File: src/rtl/lfsr_pkg.sv
// -----------------------------------------------------------------------------
// lfsr_pkg
// Shared definitions for the lfsr_gen block:
//   MAX_WIDTH   - largest supported LFSR state width
//   lfsr_mode_e - feedback topology selector (only FIBONACCI today, reserved)
//   taps(w)     - maximal-length tap mask for widths 3..16. Bit (t-1) is set
//                 for every tap t, so feedback = ^(q & taps(w)).
// -----------------------------------------------------------------------------
package lfsr_pkg;

  localparam int MAX_WIDTH = 16;

  typedef enum logic {
    FIBONACCI = 1'b0
  } lfsr_mode_e;

  // Maximal-length polynomials (one primitive polynomial per width).
  // Unsupported widths return an all-zero mask and are rejected at elaboration.
  function automatic logic [MAX_WIDTH-1:0] taps(int w);
    case (w)
      3:       taps = 16'h0006;  // taps 3,2
      4:       taps = 16'h000C;  // taps 4,3
      5:       taps = 16'h0014;  // taps 5,3
      6:       taps = 16'h0030;  // taps 6,5
      7:       taps = 16'h0060;  // taps 7,6
      8:       taps = 16'h00B8;  // taps 8,6,5,4
      9:       taps = 16'h0110;  // taps 9,5
      10:      taps = 16'h0240;  // taps 10,7
      11:      taps = 16'h0500;  // taps 11,9
      12:      taps = 16'h0829;  // taps 12,6,4,1
      13:      taps = 16'h100D;  // taps 13,4,3,1
      14:      taps = 16'h2015;  // taps 14,5,3,1
      15:      taps = 16'h6000;  // taps 15,14
      16:      taps = 16'hD008;  // taps 16,15,13,4
      default: taps = 16'h0000;
    endcase
  endfunction

endpackage

File: src/rtl/lfsr_gen_next.sv
// -----------------------------------------------------------------------------
// lfsr_gen_next
// Purely combinational single Fibonacci shift.
// Ports:
//   i_q    [WIDTH]  current state
//   i_mask [WIDTH]  tap mask (bit t-1 set for tap t)
//   o_q    [WIDTH]  state after one shift: {i_q[WIDTH-2:0], ^(i_q & i_mask)}
// -----------------------------------------------------------------------------
module lfsr_next #(
  parameter int WIDTH = 5
) (
  input  logic [WIDTH-1:0] i_q,
  input  logic [WIDTH-1:0] i_mask,
  output logic [WIDTH-1:0] o_q
);

  logic w_fb;

  assign w_fb = ^(i_q & i_mask);
  assign o_q  = {i_q[WIDTH-2:0], w_fb};

endmodule

File: src/rtl/lfsr_gen.sv
// -----------------------------------------------------------------------------
// lfsr_gen
// Parametrised Fibonacci LFSR pseudo-random generator with seed load, enable,
// STEPS shifts per clock, all-zero lockup recovery, period (wrap) detection and
// an enabled-cycle counter.
// Parameters:
//   WIDTH  state width, 3..16
//   STEPS  shifts applied per enabled clock, 1..WIDTH
//   SEED   reset / lockup-recovery state, non-zero
// Ports:
//   clk       in          rising-edge clock
//   reset     in          synchronous active-low reset
//   en        in          advance state by STEPS shifts
//   load      in          load seed_in (wins over en)
//   seed_in   in  [WIDTH] seed for load; zero is rejected and SEED substituted
//   q         out [WIDTH] current state (registered)
//   bit_out   out         previous q[WIDTH-1] (serial stream)
//   wrap      out         1-cycle pulse when state returns to the start state
//   lockup    out         1-cycle pulse when a zero state/seed was replaced
//   step_cnt  out [WIDTH] enabled cycles since last reset/load/wrap
// -----------------------------------------------------------------------------
module lfsr_gen
  import lfsr_pkg::*;
#(
  parameter int               WIDTH = 5,
  parameter int               STEPS = 1,
  parameter logic [WIDTH-1:0] SEED  = WIDTH'(1)
) (
  input  logic             clk,
  input  logic             reset,
  input  logic             en,
  input  logic             load,
  input  logic [WIDTH-1:0] seed_in,
  output logic [WIDTH-1:0] q,
  output logic             bit_out,
  output logic             wrap,
  output logic             lockup,
  output logic [WIDTH-1:0] step_cnt
);

  // ---------------------------------------------------------------------------
  // Elaboration-time parameter checks
  // ---------------------------------------------------------------------------
  if (WIDTH < 3 || WIDTH > MAX_WIDTH) begin : g_bad_width
    $error("lfsr_gen: WIDTH %0d outside 3..%0d", WIDTH, MAX_WIDTH);
  end
  if (STEPS < 1 || STEPS > WIDTH) begin : g_bad_steps
    $error("lfsr_gen: STEPS %0d outside 1..WIDTH", STEPS);
  end
  if (SEED == '0) begin : g_bad_seed
    $error("lfsr_gen: SEED must be non-zero");
  end

  localparam logic [WIDTH-1:0] TAP_MASK = WIDTH'(taps(WIDTH));

  // ---------------------------------------------------------------------------
  // State
  // ---------------------------------------------------------------------------
  logic [WIDTH-1:0] r_q;
  logic [WIDTH-1:0] r_start;     // state the current period is measured from
  logic [WIDTH-1:0] r_step_cnt;
  logic             r_bit_out;
  logic             r_wrap;
  logic             r_lockup;

  // ---------------------------------------------------------------------------
  // STEPS chained single shifts: w_chain[0] is the current state,
  // w_chain[STEPS] the state after this enabled cycle.
  // ---------------------------------------------------------------------------
  logic [WIDTH-1:0] w_chain [STEPS+1];
  logic [WIDTH-1:0] w_next;
  logic             w_zero;

  assign w_chain[0] = r_q;

  for (genvar g = 0; g < STEPS; g++) begin : g_step
    lfsr_next #(
      .WIDTH (WIDTH)
    ) u_next (
      .i_q    (w_chain[g]),
      .i_mask (TAP_MASK),
      .o_q    (w_chain[g+1])
    );
  end

  assign w_next = w_chain[STEPS];
  // All-zero is the one state the LFSR can never leave; only an upset gets here.
  assign w_zero = (r_q == '0);

  // ---------------------------------------------------------------------------
  // Register update: reset > load > en > hold
  // ---------------------------------------------------------------------------
  // NOTE: every state register is assigned with <= so all of them see the
  // pre-edge values of r_q / r_start; mixing in = here would create ordering
  // dependent simulation results that synthesis would not reproduce.
  always_ff @(posedge clk) begin
    if (!reset) begin
      r_q        <= SEED;
      r_start    <= SEED;
      r_step_cnt <= '0;
      r_bit_out  <= 1'b0;
      r_wrap     <= 1'b0;
      r_lockup   <= 1'b0;
    end else if (load) begin
      r_step_cnt <= '0;
      r_wrap     <= 1'b0;
      if (seed_in != '0) begin
        r_q      <= seed_in;
        r_start  <= seed_in;
        r_lockup <= 1'b0;
      end else begin
        r_q      <= SEED;
        r_start  <= SEED;
        r_lockup <= 1'b1;
      end
    end else if (en) begin
      r_bit_out <= r_q[WIDTH-1];
      if (w_zero) begin
        // Recover from an illegal zero state as if SEED had been loaded.
        r_q        <= SEED;
        r_start    <= SEED;
        r_step_cnt <= '0;
        r_wrap     <= 1'b0;
        r_lockup   <= 1'b1;
      end else begin
        r_q      <= w_next;
        r_lockup <= 1'b0;
        if (w_next == r_start) begin
          r_step_cnt <= '0;
          r_wrap     <= 1'b1;
        end else begin
          r_step_cnt <= r_step_cnt + WIDTH'(1);
          r_wrap     <= 1'b0;
        end
      end
    end else begin
      r_wrap   <= 1'b0;
      r_lockup <= 1'b0;
    end
  end

  assign q        = r_q;
  assign bit_out  = r_bit_out;
  assign wrap     = r_wrap;
  assign lockup   = r_lockup;
  assign step_cnt = r_step_cnt;

endmodule

File: config.mk
export PLATFORM = sky130hd
export DESIGN_NAME = lfsr_gen
export DESIGN_NICKNAME = d
export VERILOG_FILES = /design/src/rtl/lfsr_pkg.sv /design/src/rtl/lfsr_gen_next.sv /design/src/rtl/lfsr_gen.sv
export SDC_FILE = /design/constraint.sdc
export NUM_CORES = 1
export LEC_CHECK = 0
export ABC_AREA = 1
export BUFFER_PORTS_ARGS = -buffer_cell sky130_fd_sc_hd__buf_2
export CAP_MARGIN = 10
export CORE_UTILIZATION = 40
export DETAILED_ROUTE_END_ITERATION = 12
export PLACE_DENSITY = 0.63
export SYNTH_ARGS = -nofsm -noshare
export SYNTH_HDL_FRONTEND = slang
export SYNTH_SLANG_ARGS = --single-unit
File: constraint.sdc
create_clock -name clk -period 3.2 [get_ports clk]
set_input_delay 0.32 -clock clk [delete_from_list [all_inputs] [get_ports clk]]
set_output_delay 0.32 -clock clk [all_outputs]
set_load 0.01 [all_outputs]
* Word-level counts from Yosys, hierarchy flattened
Index checks and enable logic that the tools add are counted.
Word-level totals: word-level logic and storage cells 34, register bits after elaboration 18, output and inout port bits 13
Operators by class: add/sub/neg operators 1, multiplexer cells 14, eq/ne operators 1, reduce and logical (&&, ||, !) cells 9, bitwise logic cells 3
Operators with widths (count):
- $mux W5 | 9
- $add A5 B1 Y5 const B | 1
- $eq A5 B5 Y1 | 1
- $logic_not A5 Y1 | 1
- $mux W1 | 5
- $reduce_bool A5 Y1 | 1
- $reduce_xor A5 Y1 | 1
- $reduce_and A2 Y1 | 2
- $reduce_bool A2 Y1 | 2
- $reduce_or A4 Y1 | 1
- $not A1 Y1 | 3
- $reduce_or A2 Y1 | 1

* Longest topological paths before layout
depth after elaboration 4, mapped depth 8

* Hierarchy
From an unflattened synthesis, not the netlist that was laid out.
Unflattened totals: cell total of the unflattened synthesis 175, area, all modules 1107.3 um^2
Modules (own cells, without submodules):
- lfsr_gen | area an instance 953.4 um^2, cells each 142, times used 1
- lfsr_next | area an instance 153.9 um^2, cells each 33, times used 1

* Least setup slack after synthesis
No wires, ideal clock.
path type reg2reg, start point register r_step_cnt[0], in the netlist step_cnt[0], end point register r_step_cnt[4], in the netlist step_cnt[4], data arrival time 1.123 ns, slack 2.010 ns, cell stages (with the launch flop) 8, period minus slack after synthesis 1.190 ns, required time 3.133 ns, buffers on the path 0, cell sequence dfxtp_1 > ha_1 > nand2_2 > o21bai_2 > nand2_1 > nor2_1 > nand2_1 > a21oi_2
On the way: word-level cells in the longest chain between the ends 3
Ends and longest elaborated chain:
- from (decl) | line lfsr_gen.sv:61 | logic [WIDTH-1:0] r_step_cnt;
- from (signal assigned) | line lfsr_gen.sv:132 | r_step_cnt <= r_step_cnt + WIDTH'(1);
- $add A5 B1 Y5 | line lfsr_gen.sv:132
- $mux W5 | line lfsr_gen.sv:128 | if (w_next == r_start) begin
- $mux W5 | line lfsr_gen.sv:118 | if (w_zero) begin
Every way passes these cells. A chain may end at the register's enable or synchronous reset.

* Worst setup path after layout
Same ends and word-level chain as after synthesis.

==> results.yml <==
status:
  status: "finished, final reports clean"
placed_design:
  placed_area_um2: 1090
  dp_slack_ns: 1.94
  io_buffer_count: 21
  place_congestion: 0.838
  dp_hpwl_mm: 1.57
timing:
  fin_worst_skew_ns: 0.000814
  tns_ns: 0
  rsz0062_at_grt: "no"
  fmax_mhz: 787
  tightest_slew_ns: 0.249
  hold_viol_final: 0
  period_minus_slack_ns: 1.27
  maxSlewViolCount: 0
  slew_headroom_pct: 83.3
  setup_slack_ns: 1.93
  setup_viol: 0
  fin_crit_sh_pct: 39.7
floorplan:
  rows: 17
  die_y_um: 50.7
  die-area_um2: 2570
  core_um2: 2210
  io_pins: 22
  start_util_pct: 42.8
  die_x_um: 50.7
run:
  max_cap_viol_count: 0
detailed_routing:
  routed_wl_mm: 1.96
  drc: 0
  viasPerCell: 4.85
  wl_per_cell_um: 10.3
  antenna_left: 0
  vias: 922
  first_pass_iters: 4
  drt_iter0_drc: 37
synthesis:
  syn_nets: 148
  ys_warn_count: 0
  ys_types: 22
  ys_ff_latch: 18
  synth_area_um2: 947
  synth_cells: 138
  synth_area_per_cell_um2: 6.86
  yosysSeqAreaShare_pct: 38.0
setup_path:
  cp-end-kind: "flip-flop"
  critPathArrivalTime_ns: 1.50
  reg2regPathDepth: 7
  criticalPathCategory: "reg2reg"
  critPathRequiredTime_ns: 3.43
  start_kind: "flip-flop"
  critPathMaxFanout: 6
global_route:
  grt_max_degree: 10
  grt_pass1_vias: 789
  antenna_found_initial: 0
  grt_overflow: 0
  grt_pass1_wl_mm: 3.42
  grt.total_usage_pct: 17.8
clock_network:
  numCtsBuffers: 3
  clk_pin_slew_ns: 0.10
  cts_buffer_depth: 2
  cts_setup_buffers: 0
  clock_latency_ns: 0.29
  cts_htree_levels: 1
  ctsResizeCount: 0
  cts_hold_buf: 0
  tritoncts: "yes"
  cts_root_buf: "clkbuf_4"
  clock_sinks: 18
pwr:
  irDropWorstVdd_mv: 0.284
  sw_frac_of_total_pct: 30.1
  powerDensity_nw_per_um2: 399
  clkPwrFrac_pct: 25.5
  pwr-share-comb_pct: 19.3
  p_leak_nw: 0.542
  finalPower_w: 0.000442
  p_int_w: 0.000309
  p_seq_share_pct: 55.2
  p_switching_w: 0.000133
hold_path:
  min_path_cells: 2
  hp-class: "in2reg"
finish:
  n_fill_cell: 239
  multi_input_area_um2: 504
  n_antenna_cell: 0
  layout.nets: 174
  design_area_um2: 1110
  drive_gt1_share_pct: 28.4
  area_delta_synth_final_pct: 17.2
  regArea_um2: 360
-- worst max-delay path, stage by stage (launching register included) --
cell and delay [ns]:
dfxtp_1 0.43, ha_1 0.27, nand2_2 0.07, o21bai_2 0.10
nand2_1 0.06, nor2_1 0.10, nand2_1 0.07, a21oi_2 0.11
-- layout by cell type (no fill, tap or decap), types with 2 or more instances in the layout --
master and instances:
nand2_1 44, buf_2 21, dfxtp_1 18, inv_1 15, nor2_1 10, nand2_2 9
a21oi_1 9, inv_2 6, nand3_1 6, o21ai_1 5, clkbuf_4 3, o221ai_1 2
nor2_4 2, nand4_1 2
-- cell usage after synthesis (all sizes together) --
library cell | number | area (um^2)
ha | 1 | 12.5
nand3 | 7 | 47.6
clkinv | 1 | 3.75
o21bai | 1 | 11.3
a31oi | 1 | 6.26
dfxtp | 18 | 360
xnor2 | 1 | 8.76
nor3 | 2 | 15.0
nor2 | 12 | 60.1
inv | 21 | 78.8
nand2 | 53 | 221
a21oi | 10 | 53.8
o21ai | 5 | 25.0
o221ai | 2 | 17.5
nand4 | 3 | 25.0
-- cell type report --
class | count | area share, %
clock buffers | 3 | 2.03
inverters | 22 | 7.44
multi-input cells | 98 | 45.4
flip-flops and latches | 18 | 32.5
well taps | 28 | 3.16
repair buffers | 21 | 9.47
-- worst paths after layout --
kind	startpoint	end	slack (ns)
worst max-delay path	step_cnt[0]$_SDFFE_PP0P_	step_cnt[4]$_SDFFE_PP0P_	1.93
worst min-delay path	reset	r_start[0]$_SDFFE_PN1P_	0.29
worst max register to register	step_cnt[0]$_SDFFE_PP0P_	step_cnt[4]$_SDFFE_PP0P_	1.93
worst min register to register	bit_out$_SDFFE_PN0P_	bit_out$_SDFFE_PN0P_	0.47
-- stage by stage --
stage          std cells  utilization (%)  hold slack [ns]
2_1_floorplan        138                -            0.404
3_3_place_gp         187             49.2            0.457
3_5_place_dp         187             49.2            0.457
4_1_cts              190             50.2            0.274
5_1_grt              190             50.2            0.269
6_report             190             50.2            0.286
-- registers in the layout, indices dropped and copies added, names as in the netlist --
signal and count:
bit_out 1, wrap 1, q 5, step_cnt 5, lockup 1, r_start 5
-- routing by layer --
layer  share of wire, %  wire, um  track usage, %  vias up
met4                1.5        29            6.94        0
met5                  0         0               0        -
met1                 48       943            24.0      415
met2                 46       908            28.0       14
li1                   -         -               -      489
met3                4.1        80            3.03        4
-- power by group through the flow --
stage                logic, W  registers, W  clock network [W]
finish              0.0000854      0.000244           0.000113
detailed placement  0.0000855      0.000249                  0
floorplan           0.0000582      0.000250                  0
global placement    0.0000848      0.000249                  0
global route        0.0000956      0.000246           0.000123
CTS                 0.0000858      0.000244           0.000114
-- kinds of logic after synthesis --
group,Yosys count,share of synthesized area (%)
simple gates,77,39.0
buf+inv,22,8.72
compound gates,19,12.0
flops,18,38.0
xor+xnor,1,0.925
fa+ha+maj,1,1.32
No activity file was read; power rests on OpenSTA's default activity.
